`config.mk`:
```
export PLATFORM = sky130hd
export DESIGN_NAME = fetch_unit
export DESIGN_NICKNAME = d
export VERILOG_FILES = /design/src/rtl/fetch_unit.sv
export SDC_FILE = /design/constraint.sdc
export NUM_CORES = 1
export LEC_CHECK = 0
export BUFFER_PORTS_ARGS = -buffer_cell sky130_fd_sc_hd__buf_2
export CORE_MARGIN = 3
export CORE_UTILIZATION = 55
export CTS_BUF_LIST = sky130_fd_sc_hd__clkbuf_8
export CTS_CLUSTER_SIZE = 10
export DETAILED_ROUTE_END_ITERATION = 7
export PLACE_DENSITY_LB_ADDON = 0.15
export SLEW_MARGIN = 20
export SYNTH_ARGS = -nofsm -noshare
export SYNTH_HDL_FRONTEND = slang
export SYNTH_SLANG_ARGS = --single-unit
```
`constraint.sdc`:
```
create_clock -name clk -period 5.6 [get_ports clk]
set_input_delay 0.56 -clock clk [delete_from_list [all_inputs] [get_ports clk]]
set_output_delay 0.56 -clock clk [all_outputs]
set_load 0.02 [all_outputs]
```
`src/rtl/fetch_unit.sv`:
```
// Instruction fetch stage: one word per cycle into a handshaked IR, with
// jumps resolved internally after the pipeline drains, and a sticky halt.
module fetch_unit #(
    parameter logic [15:0] RESET_PC = 16'h0000
) (
    input  logic        clk,
    input  logic        reset,
    output logic [15:0] imem_addr,
    input  logic [15:0] imem_data,
    output logic [15:0] ir,
    output logic [15:0] ir_pc,
    output logic        ir_valid,
    input  logic        ir_ready,
    input  logic        pipe_empty,
    output logic [2:0]  jmp_sel,
    input  logic        jmp_zero,
    output logic        halted
);

    typedef enum logic [1:0] {RUN, JWAIT, HALT} state_t;

    localparam logic [2:0] OP_JUMP = 3'b110;
    localparam logic [2:0] OP_HALT = 3'b011;

    state_t      state, state_n;
    logic [15:0] pc, pc_n;
    logic [15:0] ir_n, ir_pc_n;
    logic        ir_valid_n;
    logic [12:0] jword, jword_n;
    logic [15:0] jump_pc, jump_pc_n;
    logic        slot_free;
    logic [15:0] offset_ext;

    assign slot_free  = !ir_valid || ir_ready;
    assign offset_ext = {{6{jword[9]}}, jword[9:0]};

    // NOTE: every next-state variable takes its current value first, so no
    // path through the case below can leave one unassigned and infer a latch.
    always_comb begin
        state_n    = state;
        pc_n       = pc;
        ir_n       = ir;
        ir_pc_n    = ir_pc;
        ir_valid_n = ir_valid;
        jword_n    = jword;
        jump_pc_n  = jump_pc;

        case (state)
            RUN: begin
                if (slot_free) begin
                    if (imem_data[15:13] == OP_JUMP) begin
                        // Jumps never reach ir; a free slot with ir_ready=0 is already empty.
                        jword_n   = imem_data[12:0];
                        jump_pc_n = pc;
                        state_n   = JWAIT;
                        if (ir_ready) ir_valid_n = 1'b0;
                    end else begin
                        ir_n       = imem_data;
                        ir_pc_n    = pc;
                        ir_valid_n = 1'b1;
                        if (imem_data[15:13] == OP_HALT) state_n = HALT;
                        else                             pc_n    = pc + 16'd1;
                    end
                end
            end
            JWAIT: begin
                if (!ir_valid && pipe_empty) begin
                    pc_n    = jmp_zero ? (jump_pc + offset_ext) : (jump_pc + 16'd1);
                    state_n = RUN;
                end else if (ir_ready) begin
                    ir_valid_n = 1'b0;
                end
            end
            HALT: begin
                if (ir_ready) ir_valid_n = 1'b0;
            end
            default: state_n = RUN;
        endcase
    end

    // NOTE: sequential state uses non-blocking assignments so every register
    // samples the pre-edge values computed above.
    always_ff @(posedge clk) begin
        if (reset) begin
            state    <= RUN;
            pc       <= RESET_PC;
            ir       <= 16'h0000;
            ir_pc    <= 16'h0000;
            ir_valid <= 1'b0;
            jword    <= '0;
            jump_pc  <= 16'h0000;
        end else begin
            state    <= state_n;
            pc       <= pc_n;
            ir       <= ir_n;
            ir_pc    <= ir_pc_n;
            ir_valid <= ir_valid_n;
            jword    <= jword_n;
            jump_pc  <= jump_pc_n;
        end
    end

    assign imem_addr = pc;
    assign halted    = (state == HALT);
    assign jmp_sel   = (state == JWAIT) ? jword[12:10] : 3'b000;

endmodule

```
==> Flow_metrics.wiki, run 1 <==
{| class="wikitable"
! Metric !! Value
|-
| Async set-reset flop share out of synthesis || 0
|-
| Power per unit of standard cell area || about 260 mW/mm²
|-
| Worst-case reg-to-reg path depth || 9
|-
| Area of the die || around 0.009 mm²
|-
| GRT Resource Usage Total || 0.280
|-
| Total of fill cells in the finished design || 660
|-
| Count of antenna diodes in the layout || 0
|-
| Clock Tree Root || clkbuf_8
|-
| Most common library cell in the layout ignoring fill and taps || nand2_1
|-
| Final worst-path cycle share || 0.535
|-
| Core Area || roughly 0.0074 mm²
|-
| Setup repair after global routing missed its margin || false
|-
| Later-pin clock latency in the skew report || approximately 360 ps
|-
| Crit. Startpoint || state[1]
|-
| Share of final-layout standard cells stronger than drive strength 1 || 0.174
|-
| Worst setup endpoint || imem_addr[12]
|-
| Post-detailed-route count of antenna-violating nets || 0
|-
| Routability cong. || around 0.88
|-
| Count of endpoints failing hold in the final timing report || 0
|-
| Number of endpoints failing setup at the final stage || 0
|-
| Worst slack at placement || about 2600 ps
|-
| Total power consumption of the routed design || 1.27 mW
|-
| Transition time of the tightest slew-check pin || just under 800 ps
|-
| Crit path required time || roughly 5900 ps
|-
| Maximum net fanout on the critical path || 31
|-
| Number of distinct library cells after synthesis || 66
|-
| Worst-case setup margin in the final layout || 2610 ps
|-
| Number of nets in the finished design || between 600 and 700
|-
| Crit path kind || register to register
|-
| Main synth FF type || dfxtp_1
|-
| Wirelength per Cell || about 17 µm
|-
| Number of I/O pins || 74
|-
| Portion of synthesized cell area occupied by the leading cell type || 0.374
|-
| Hold slack final || roughly 430 ps
|-
| Number of levels the H-tree was split into || 3
|-
| Cells after synthesis || roughly 570
|-
| Global-route wire length before repair || slightly below 20 mm
|-
| Count of unresolved DRC violations after routing || 0
|-
| Clock-pin transition on the worst setup and hold timing paths || 100 ps
|-
| Hold bufs inserted after CTS || 0
|-
| Ratio of routed vias to standard cells || a little under 6
|-
| Clock skew after layout || roughly 12 ps
|-
| Synthesized area per cell || ~7.5 µm²
|-
| Syn Nets || ~600
|-
| Post-synthesis cell area || between 0.004 and 0.005 mm²
|-
| CTS sink count || 80
|-
| Max Slew Vio Count || 0
|-
| Worst-case headroom to the max-slew limit || 0.479
|-
| Fin area || between 0.004 and 0.005 mm²
|-
| Number of buffers inserted by post-CTS setup repair || 0
|-
| Aggregate routed wire length || about 12 mm
|-
| Clock tree buffer depth || 2
|-
| Total vias in the final route || ~4,200
|-
| Flip-flop and latch area || 0.00160 mm²
|-
| Commonest non-fill, non-tap cells in the layout || nand2_1 (140), a21oi_1 (92), dfxtp_1 (80)
|-
| Startpoint types || register
|-
| Count of routing violations after the opening detailed-route iteration || 370
|-
| TritonRoute pass-1 iters || 5
|-
| Number of placement rows || 31
|-
| Number of gates resized after cts || 0
|-
| Vias in the first global route || between 3,000 and 4,000
|-
| Largest net degree at the start of global routing || 75
|-
| Maximum achievable frequency || 0.334 GHz
|-
| Hold crit path type || primary input to register
|-
| TritonCTS clock tree || built
|-
| Static Leak || roughly 1.9 nW
|-
| Min cycle time layout || 2990 ps
|-
| Area contributors post-synth || dfxtp_1 (37%), nand2_1 (12%), a21oi_1 (11%)
|-
| Number of clock buffers inserted by TritonCTS || 9
|-
| Synthesis Warnings || 0
|-
| Chip width || around 94 µm
|-
| Setup slack of the worst register-to-register path || 2610 ps
|-
| Final HPWL DP || between 8 and 9 mm
|-
| Arrival time worst endpoint || 3260 ps
|-
| Setup crit end kind || register
|-
| Total cell area at the placement stage || between 0.004 and 0.005 mm²
|-
| Worst r2r dst || imem_addr[12]
|-
| Chip height || between 90 and 100 µm
|-
| Total congestion overflow || 0
|-
| Quantity of I/O buffers inserted on ports || 73
|-
| Yosys reg bits || 80
|-
| Share of synthesized area occupied by flip-flops and latches || 0.374
|-
| Worst reg2reg path startpoint || state[1]
|-
| Total Neg Setup Slack || 0 ps
|-
| Peak VDD IR || between 0.0002 and 0.00025 V
|-
| Number of max-capacitance violations reported || 0
|-
| Area grow syn2layout || 12.3%
|-
| Starting density of the core || 0.578
|-
| Synth area leader || dfxtp_1
|-
| Number of antenna violations at the first check in global routing || 0
|-
| EDFF count, synth || 0
|-
| Area of the multi-input gates || around 0.0025 mm²
|-
| Run status || finished, final reports clean
|}
==> through the flow <==
stage,utilization,std cells
detailed placement,0.622,702
global route,0.649,718
finish,0.649,718
global placement,0.622,702
CTS,0.649,718
floorplan,-,569
==> area by class of cell <==
cell class,count,share of cell area
Clock buffer,9,0.0258
Clock inverter,7,0.0156
Inverter,8,0.00624
Multi-Input combinational cell,438,0.511
Sequential cell,80,0.333
Tap cell,99,0.0258
Timing Repair Buffer,77,0.0822
==> synthesized netlist by cell type (all sizes together) (3+ instances only) <==
cell and n:
inv 8, nand2 141, o21ai 24, nor2 23
nor3 7, a21o 7, clkbuf 25, nand3 16
or4 5, nand2b 3, a211o 5, dfxtp 80
nand4 3, and3 5, nor3b 3, xor2 4
a211oi 7, a41oi 3, and2 15, buf 18
a21oi 92, o211ai 4, nor4 4, ha 14
or3 3, xnor2 6, a31oi 7
==> cells by family after synthesis <==
family	count (synthesis)	synth area share
buffers and inverters	51	0.0535
and+or+nand+nor	238	0.254
DFF	80	0.374
xor gates and xnor gates	10	0.0204
AOI/OAI and AO/OA	173	0.247
muxes	2	0.00497
adders and majority gates	15	0.0456
==> sequential cells by signal (all words and copies together), names as in the netlist <==
name and cells:
imem_addr 16, ir 16, ir_pc 16, ir_valid 1, jump_pc 16, jword 13, state 2
==> how the worst min path moves through the flow <==
| stage | from | end | slack (ps) | depth (start not counted) |
|---|---|---|---|---|
| 3_3_place_gp | ir_pc[11] | ir_pc[11] | 440 | 2 |
| 2_1_floorplan | jword[0] | jword[0] | 430 | 2 |
| 3_5_place_dp | jword[2] | jword[2] | 440 | 2 |
| 6_report | imem_data[3] | jword[3] | 430 | 3 |
| 4_1_cts | imem_data[8] | ir[8] | 420 | 3 |
| 5_1_grt | imem_data[2] | ir[2] | 420 | 3 |
==> metal layers <==
layer  GRT usage  part of all wire  up-vias
met1       0.391              0.45     1987
met4      0.0842             0.012        0
met5           0                 0        -
li1            -                 -     2101
met2       0.436              0.47      145
met3      0.0545             0.064       16
==> worst max-delay path, stage by stage (launching register included) <==
cell      delay [ps]
dfxtp_1          390
inv_1             80
ha_1             260
buf_4            270
inv_1            430
a32o_2           300
nand2_2          250
or4_1            530
or3_1            310
o311ai_1          70
==> report_power, final <==
group | internal, mW | total, mW | switching (mW)
clock | 0.176 | 0.428 | 0.252
combinational | 0.0680 | 0.225 | 0.157
sequential | 0.596 | 0.621 | 0.0249
No activity file was read; power rests on OpenSTA's default activity.
==> run 2, diff against run 1 <==
--- a/config.mk
+++ b/config.mk
@@ -7,7 +7,7 @@
 export LEC_CHECK = 0
 export BUFFER_PORTS_ARGS = -buffer_cell sky130_fd_sc_hd__buf_2
 export CORE_MARGIN = 3
-export CORE_UTILIZATION = 55
+export CORE_UTILIZATION = 53
 export CTS_BUF_LIST = sky130_fd_sc_hd__clkbuf_8
 export CTS_CLUSTER_SIZE = 10
 export DETAILED_ROUTE_END_ITERATION = 7
==> constraint.sdc (replaced) <==
create_clock -name clk -period 2.75 [get_ports clk]
set_input_delay 0.275 -clock clk [delete_from_list [all_inputs] [get_ports clk]]
set_output_delay 0.275 -clock clk [all_outputs]
set_load 0.02 [all_outputs]
==> run 2 against run 1 <==
  * Count of clock-buffer cells in the layout unchanged
  * Critical path depth unchanged
  * Maximum frequency up 17%
  * Clock skew down 4.2 ps
  * Register-to-register slack worse by 2400 ps
  * Global-route usage down 0.67 points
  * Die area up 3.5%
  * Wire length up 0.22%
  * First-iteration DRC count down 13%
  * Sequential share of layout area down 0.61 points
  * Non-clock buffer count up 9
  * Sequential cell count unchanged
  * Critical path type unchanged
  * Highest routed layer unchanged
==> Flow_metrics.wiki, run 2 (synthesized netlist as in run 1, its figures left out) <==
{| class="wikitable"
! Metric !! Value
|-
| Run status || finished, final reports clean
|-
| Final HPWL DP || slightly below 9 mm
|-
| Maximum net fanout on the critical path || 4
|-
| Transition time of the tightest slew-check pin || ~770 ps
|-
| Final worst-path cycle share || 0.930
|-
| Area of the die || 0.00920 mm²
|-
| Worst-case headroom to the max-slew limit || 0.484
|-
| Static Leak || ~2.0 nW
|-
| Hold path startpoint || imem_data[11]
|-
| Min cycle time layout || between 2000 and 3000 ps
|-
| Commonest non-fill, non-tap cells in the layout || nand2_1 (140), a21oi_1 (92), dfxtp_1 (80)
|-
| Starting density of the core || 0.551
|-
| Later-pin clock latency in the skew report || between 300 and 400 ps
|-
| Core Area || a little under 0.008 mm²
|-
| Share of final-layout standard cells stronger than drive strength 1 || 0.188
|-
| Routability cong. || slightly below 1
|-
| Total of fill cells in the finished design || ~720
|-
| Number of max-capacitance violations reported || 0
|-
| Largest net degree at the start of global routing || 74
|-
| Peak VDD IR || about 0.0004 V
|-
| GRT Resource Usage Total || 0.273
|-
| TritonCTS clock tree || built
|-
| Ratio of routed vias to standard cells || around 6
|-
| Number of cells after detailed placement || 714
|-
| Count of antenna diodes in the layout || 0
|-
| Maximum achievable frequency || approximately 0.39 GHz
|-
| Area grow syn2layout || 14.4%
|-
| Fin area || around 0.0049 mm²
|-
| Number of antenna violations at the first check in global routing || 0
|-
| Crit. Startpoint || jword[0]
|-
| Clock-pin transition on the worst setup and hold timing paths || approximately 100 ps
|-
| Clock skew after layout || between 8 and 9 ps
|-
| Setup crit end kind || register
|-
| Total congestion overflow || 0
|-
| Clock Tree Root || clkbuf_8
|-
| Number of endpoints failing setup at the final stage || 0
|-
| Startpoint types || register
|-
| Count of unresolved DRC violations after routing || 0
|-
| Hold crit path type || primary input to register
|-
| CTS sink count || 80
|-
| Quantity of I/O buffers inserted on ports || 73
|-
| Count of routing violations after the opening detailed-route iteration || ~320
|-
| Arrival time worst endpoint || 2850 ps
|-
| Post-detailed-route count of antenna-violating nets || 0
|-
| Max Slew Vio Count || 0
|-
| Number of levels the H-tree was split into || 3
|-
| Worst slack at placement || approximately 56 ps
|-
| Number of standard cells in the final layout excluding fillers || 730
|-
| Clock tree buffer depth || 2
|-
| Number of clock buffers inserted by TritonCTS || 9
|-
| Chip width || between 90 and 100 µm
|-
| Power per unit of standard cell area || around 550 mW/mm²
|-
| Crit path kind || register to register
|-
| Total cell area at the placement stage || ~0.0047 mm²
|-
| Vias in the first global route || around 3,800
|-
| Total vias in the final route || about 4,300
|-
| TritonRoute pass-1 iters || 5
|-
| Most common library cell in the layout ignoring fill and taps || nand2_1
|-
| Number of I/O pins || 74
|-
| Worst-case setup margin in the final layout || a little under 200 ps
|-
| Chip height || 95.9 µm
|-
| Wirelength per Cell || roughly 17 µm
|-
| Layout Utilization || 0.631
|-
| Number of placement rows || 32
|-
| Number of nets in the finished design || 659
|-
| Aggregate routed wire length || around 12 mm
|-
| Crit path required time || roughly 3000 ps
|-
| Worst reg2reg path startpoint || jword[0]
|-
| Global-route wire length before repair || 19.4 mm
|-
| Count of endpoints failing hold in the final timing report || 0
|}
==> run 2: final cells by class <==
type	count	area, µm²	area share
Clock buffer	9	124	0.0253
Clock inverter	7	85.1	0.0174
Inverter	8	30.0	0.00613
Multi-Input combinational cell	438	2470	0.504
Sequential cell	80	1600	0.327
Tap cell	102	128	0.0260
Timing Repair Buffer	86	463	0.0945
==> run 2: layer usage <==
| layer | global-route usage | share of wire |
|---|---|---|
| met5 | 0 | 0 |
| met4 | 0.0936 | 0.018 |
| met3 | 0.0383 | 0.057 |
| met2 | 0.417 | 0.46 |
| met1 | 0.394 | 0.46 |
==> run 2: worst paths after layout <==
kind	slack, ps	cells past startpoint	endpoint
worst max-delay path	190	9	imem_addr[14]
worst min-delay path	140	3	ir[11]
worst max register to register	190	9	imem_addr[14]
worst min register to register	460	2	ir_pc[0]
==> run 2: critical path, cell delays in order (launching register included) <==
cell,delay (ps)
dfxtp_1,320
nand2b_1,130
ha_1,220
fa_1,450
a211oi_2,340
o21ai_2,150
a41oi_2,190
o211ai_1,180
a211o_1,310
a41oi_1,190
==> run 2: per-stage QoR <==
stage	total power, mW	hold slack [ps]	setup TNS, ps
after floorplan	1.61	411	0
after global placement	1.76	439	0
after detailed placement	1.77	443	0
after CTS	2.70	139	0
after global routing	2.82	136	-40.8
final	2.70	144	0
==> run 2: power breakdown <==
part           leakage (nW)  total (mW)  internal, mW  switching (mW)
Combinational          1.22       0.490         0.158           0.332
Sequential            0.650        1.26          1.21          0.0486
Clock                 0.100       0.950         0.439           0.511
Total                  1.97        2.70          1.81           0.892
==> run 2: what timing repair did <==
item / in CTS / in global routing
hold buffers: 0 / 0
buffers inserted: 0 / 0
resized for setup: 0 / 2
endpoints found under the setup margin: 0 / 1
==> run 3, diff against run 2 <==
--- a/config.mk
+++ b/config.mk
@@ -12,6 +12,7 @@
 export CTS_CLUSTER_SIZE = 10
 export DETAILED_ROUTE_END_ITERATION = 7
 export PLACE_DENSITY_LB_ADDON = 0.15
+export REMOVE_ABC_BUFFERS = 1
 export SLEW_MARGIN = 20
 export SYNTH_ARGS = -nofsm -noshare
 export SYNTH_HDL_FRONTEND = slang
==> run 3 against run 2 <==
  * Global-route usage down 1.7 points
  * Final cell count is 0.14% lower
  * Via count fell by 1.4%
  * Clock power up 2.2%
  * Cell area shrank 0.10%
  * Maximum frequency is 1.6% lower
  * Critical endpoint unchanged
==> Flow_metrics.wiki, run 3 (synthesized netlist as in run 1, its figures left out) <==
{| class="wikitable"
! Metric !! Value
|-
| Area grow syn2layout || 14.3%
|-
| GRT Resource Usage Total || 0.257
|-
| Min cycle time layout || about 2600 ps
|-
| Post-detailed-route count of antenna-violating nets || 0
|-
| Share of total power in combinational logic || 0.178
|-
| Run status || finished, final reports clean
|-
| Total of fill cells in the finished design || 723
|-
| Core Area || 0.00777 mm²
|-
| Aggregate routed wire length || approximately 11 mm
|-
| Crit. Startpoint || jword[0]
|-
| Crit path kind || register to register
|-
| Number of standard cells in the final layout excluding fillers || 729
|-
| Later-pin clock latency in the skew report || ~360 ps
|-
| Count of routing violations after the opening detailed-route iteration || 250
|-
| Clock skew after layout || about 11 ps
|-
| Share of final-layout standard cells stronger than drive strength 1 || 0.185
|-
| Cell Int Power || 1.88 mW
|-
| Number of endpoints failing setup at the final stage || 0
|-
| Vias in the first global route || approximately 3,800
|-
| Number of cells after detailed placement || ~710
|-
| Largest net degree at the start of global routing || 63
|-
| Number of max-capacitance violations reported || 0
|-
| Chain of cells forming the critical path || nand2b_1 -> ha_1 -> fa_1 -> a211oi_2 -> o21ai_2 -> a41oi_1 -> o211ai_1 -> a211o_1 -> a41oi_1
|-
| Worst-case headroom to the max-slew limit || 0.549
|-
| Chip height || 95.9 µm
|-
| Maximum achievable frequency || 0.385 GHz
|-
| Total power consumption of the routed design || approximately 2.7 mW
|-
| Number of nets in the finished design || between 600 and 700
|-
| Clock Tree Root || clkbuf_8
|-
| Max Slew Vio Count || 0
|-
| Slowest stage cell on the critical path || fa_1
|-
| Hold path startpoint || imem_data[12]
|-
| Power share of the clock group || 0.358
|-
| Maximum net fanout on the critical path || 4
|-
| Total vias in the final route || 4,223
|-
| Number of I/O pins || 74
|-
| Longest individual stage delay on the worst path || 440 ps
|-
| Startpoint types || register
|-
| Final worst-path cycle share || 0.945
|-
| Sequential group share of total power || 0.464
|-
| Quantity of I/O buffers inserted on ports || 73
|-
| TritonRoute pass-1 iters || 5
|-
| Number of antenna violations at the first check in global routing || 0
|-
| Hold bufs inserted after CTS || 0
|-
| Ratio of routed vias to standard cells || roughly 5.8
|-
| Worst reg2reg path startpoint || jword[0]
|-
| Setup crit end kind || register
|-
| Transition time of the tightest slew-check pin || ~670 ps
|-
| Chip width || between 90 and 100 µm
|-
| Setup repair after global routing missed its margin || false
|-
| Worst path most repeated cell || a41oi_1
|-
| Final HPWL DP || ~8 mm
|-
| Clock tree buffer depth || 2
|-
| Number of placement rows || 32
|-
| Routability cong. || 0.927
|-
| Layout Utilization || 0.630
|-
| Commonest non-fill, non-tap cells in the layout || nand2_1 (140), a21oi_1 (92), dfxtp_1 (80)
|-
| Number of levels the H-tree was split into || 3
|-
| Power per unit of standard cell area || 554 mW/mm²
|-
| CTS sink count || 80
|-
| Net switching share of the total power || 0.306
|-
| Static Leak || a little under 2 nW
|-
| TritonCTS clock tree || built
|-
| Most common library cell in the layout ignoring fill and taps || nand2_1
|-
| Global-route wire length before repair || about 19 mm
|-
| Clock-pin transition on the worst setup and hold timing paths || approximately 80 ps
|-
| Count of endpoints failing hold in the final timing report || 0
|-
| Number of clock buffers inserted by TritonCTS || 9
|-
| Starting density of the core || 0.551
|-
| Count of unresolved DRC violations after routing || 0
|-
| Hold crit path type || primary input to register
|-
| Crit path required time || between 3000 and 4000 ps
|-
| Net switching power figure || about 830 µW
|-
| Area of the die || between 0.009 and 0.01 mm²
|-
| Count of antenna diodes in the layout || 0
|-
| Arrival time worst endpoint || about 2900 ps
|-
| Peak VDD IR || 0.000355 V
|-
| Total Neg Setup Slack || 0 ps
|-
| Wirelength per Cell || approximately 15 µm
|-
| Total congestion overflow || 0
|}
## run 3: cell count changes in the layout (fill, tap and decap cells not counted), sizes merged
cell and delta:
clkinv +3, inv -3, buf -1, bufinv +1, clkinvlp -1
## run 3: through the flow
| step | area [µm²] | setup WS (ps) | hold slack [ps] |
|---|---|---|---|
| after floorplan | 4080 | 155 | 344 |
| after global placement | 4670 | 140 | 438 |
| after detailed placement | 4670 | -8.86 | 442 |
| after CTS | 4890 | 77.3 | 151 |
| after global routing | 4890 | 18.7 | 150 |
| final | 4890 | 151 | 159 |
## run 3: timing repair
action,in CTS,in global routing
gates resized for setup,0,1
setup buffers,0,0
hold endpoints to repair,0,0
setup endpoints to repair,0,1
## run 3: per-layer routing
metal	up-vias	part of all wire	GRT usage
met5	-	0	0
met4	0	0.016	0.0877
met3	16	0.067	0.0399
met2	159	0.45	0.394
met1	1943	0.47	0.365
li1	2105	-	-
## run 3: final timing paths
path | to | slack (ps) | cells after the start
worst max-delay path | imem_addr[14] | 150 | 9
worst min-delay path | ir[12] | 160 | 3
worst max register to register | imem_addr[14] | 150 | 9
worst min register to register | jword[4] | 450 | 2
## run 3: worst max-delay path: cells and delay by family, from the launching register on
kind / cells / cell delay, ps
compound gates: 6 / 1410
fa+ha+maj: 2 / 670
flops: 1 / 310
simple gates: 1 / 130
## run 3: power by group through the flow
| stage | Clock [mW] | Sequential, mW | Combinational (mW) |
|---|---|---|---|
| after floorplan | 0 | 1.33 | 0.231 |
| after detailed placement | 0 | 1.28 | 0.480 |
| after global routing | 1.04 | 1.27 | 0.540 |
| after CTS | 0.986 | 1.26 | 0.482 |
| final | 0.971 | 1.26 | 0.481 |
| after global placement | 0 | 1.28 | 0.470 |
## run 3: area by class of cell
| cell class | instances | area, µm² | share of cell area |
|---|---|---|---|
| timing repair buffer | 85 | 455 | 0.0930 |
| clock inverter | 7 | 95.1 | 0.0194 |
| clock buffer | 9 | 124 | 0.0253 |
| inverter | 8 | 30.0 | 0.00613 |
| multi-input combinational | 438 | 2460 | 0.503 |
| tap | 102 | 128 | 0.0261 |
| sequential | 80 | 1600 | 0.327 |
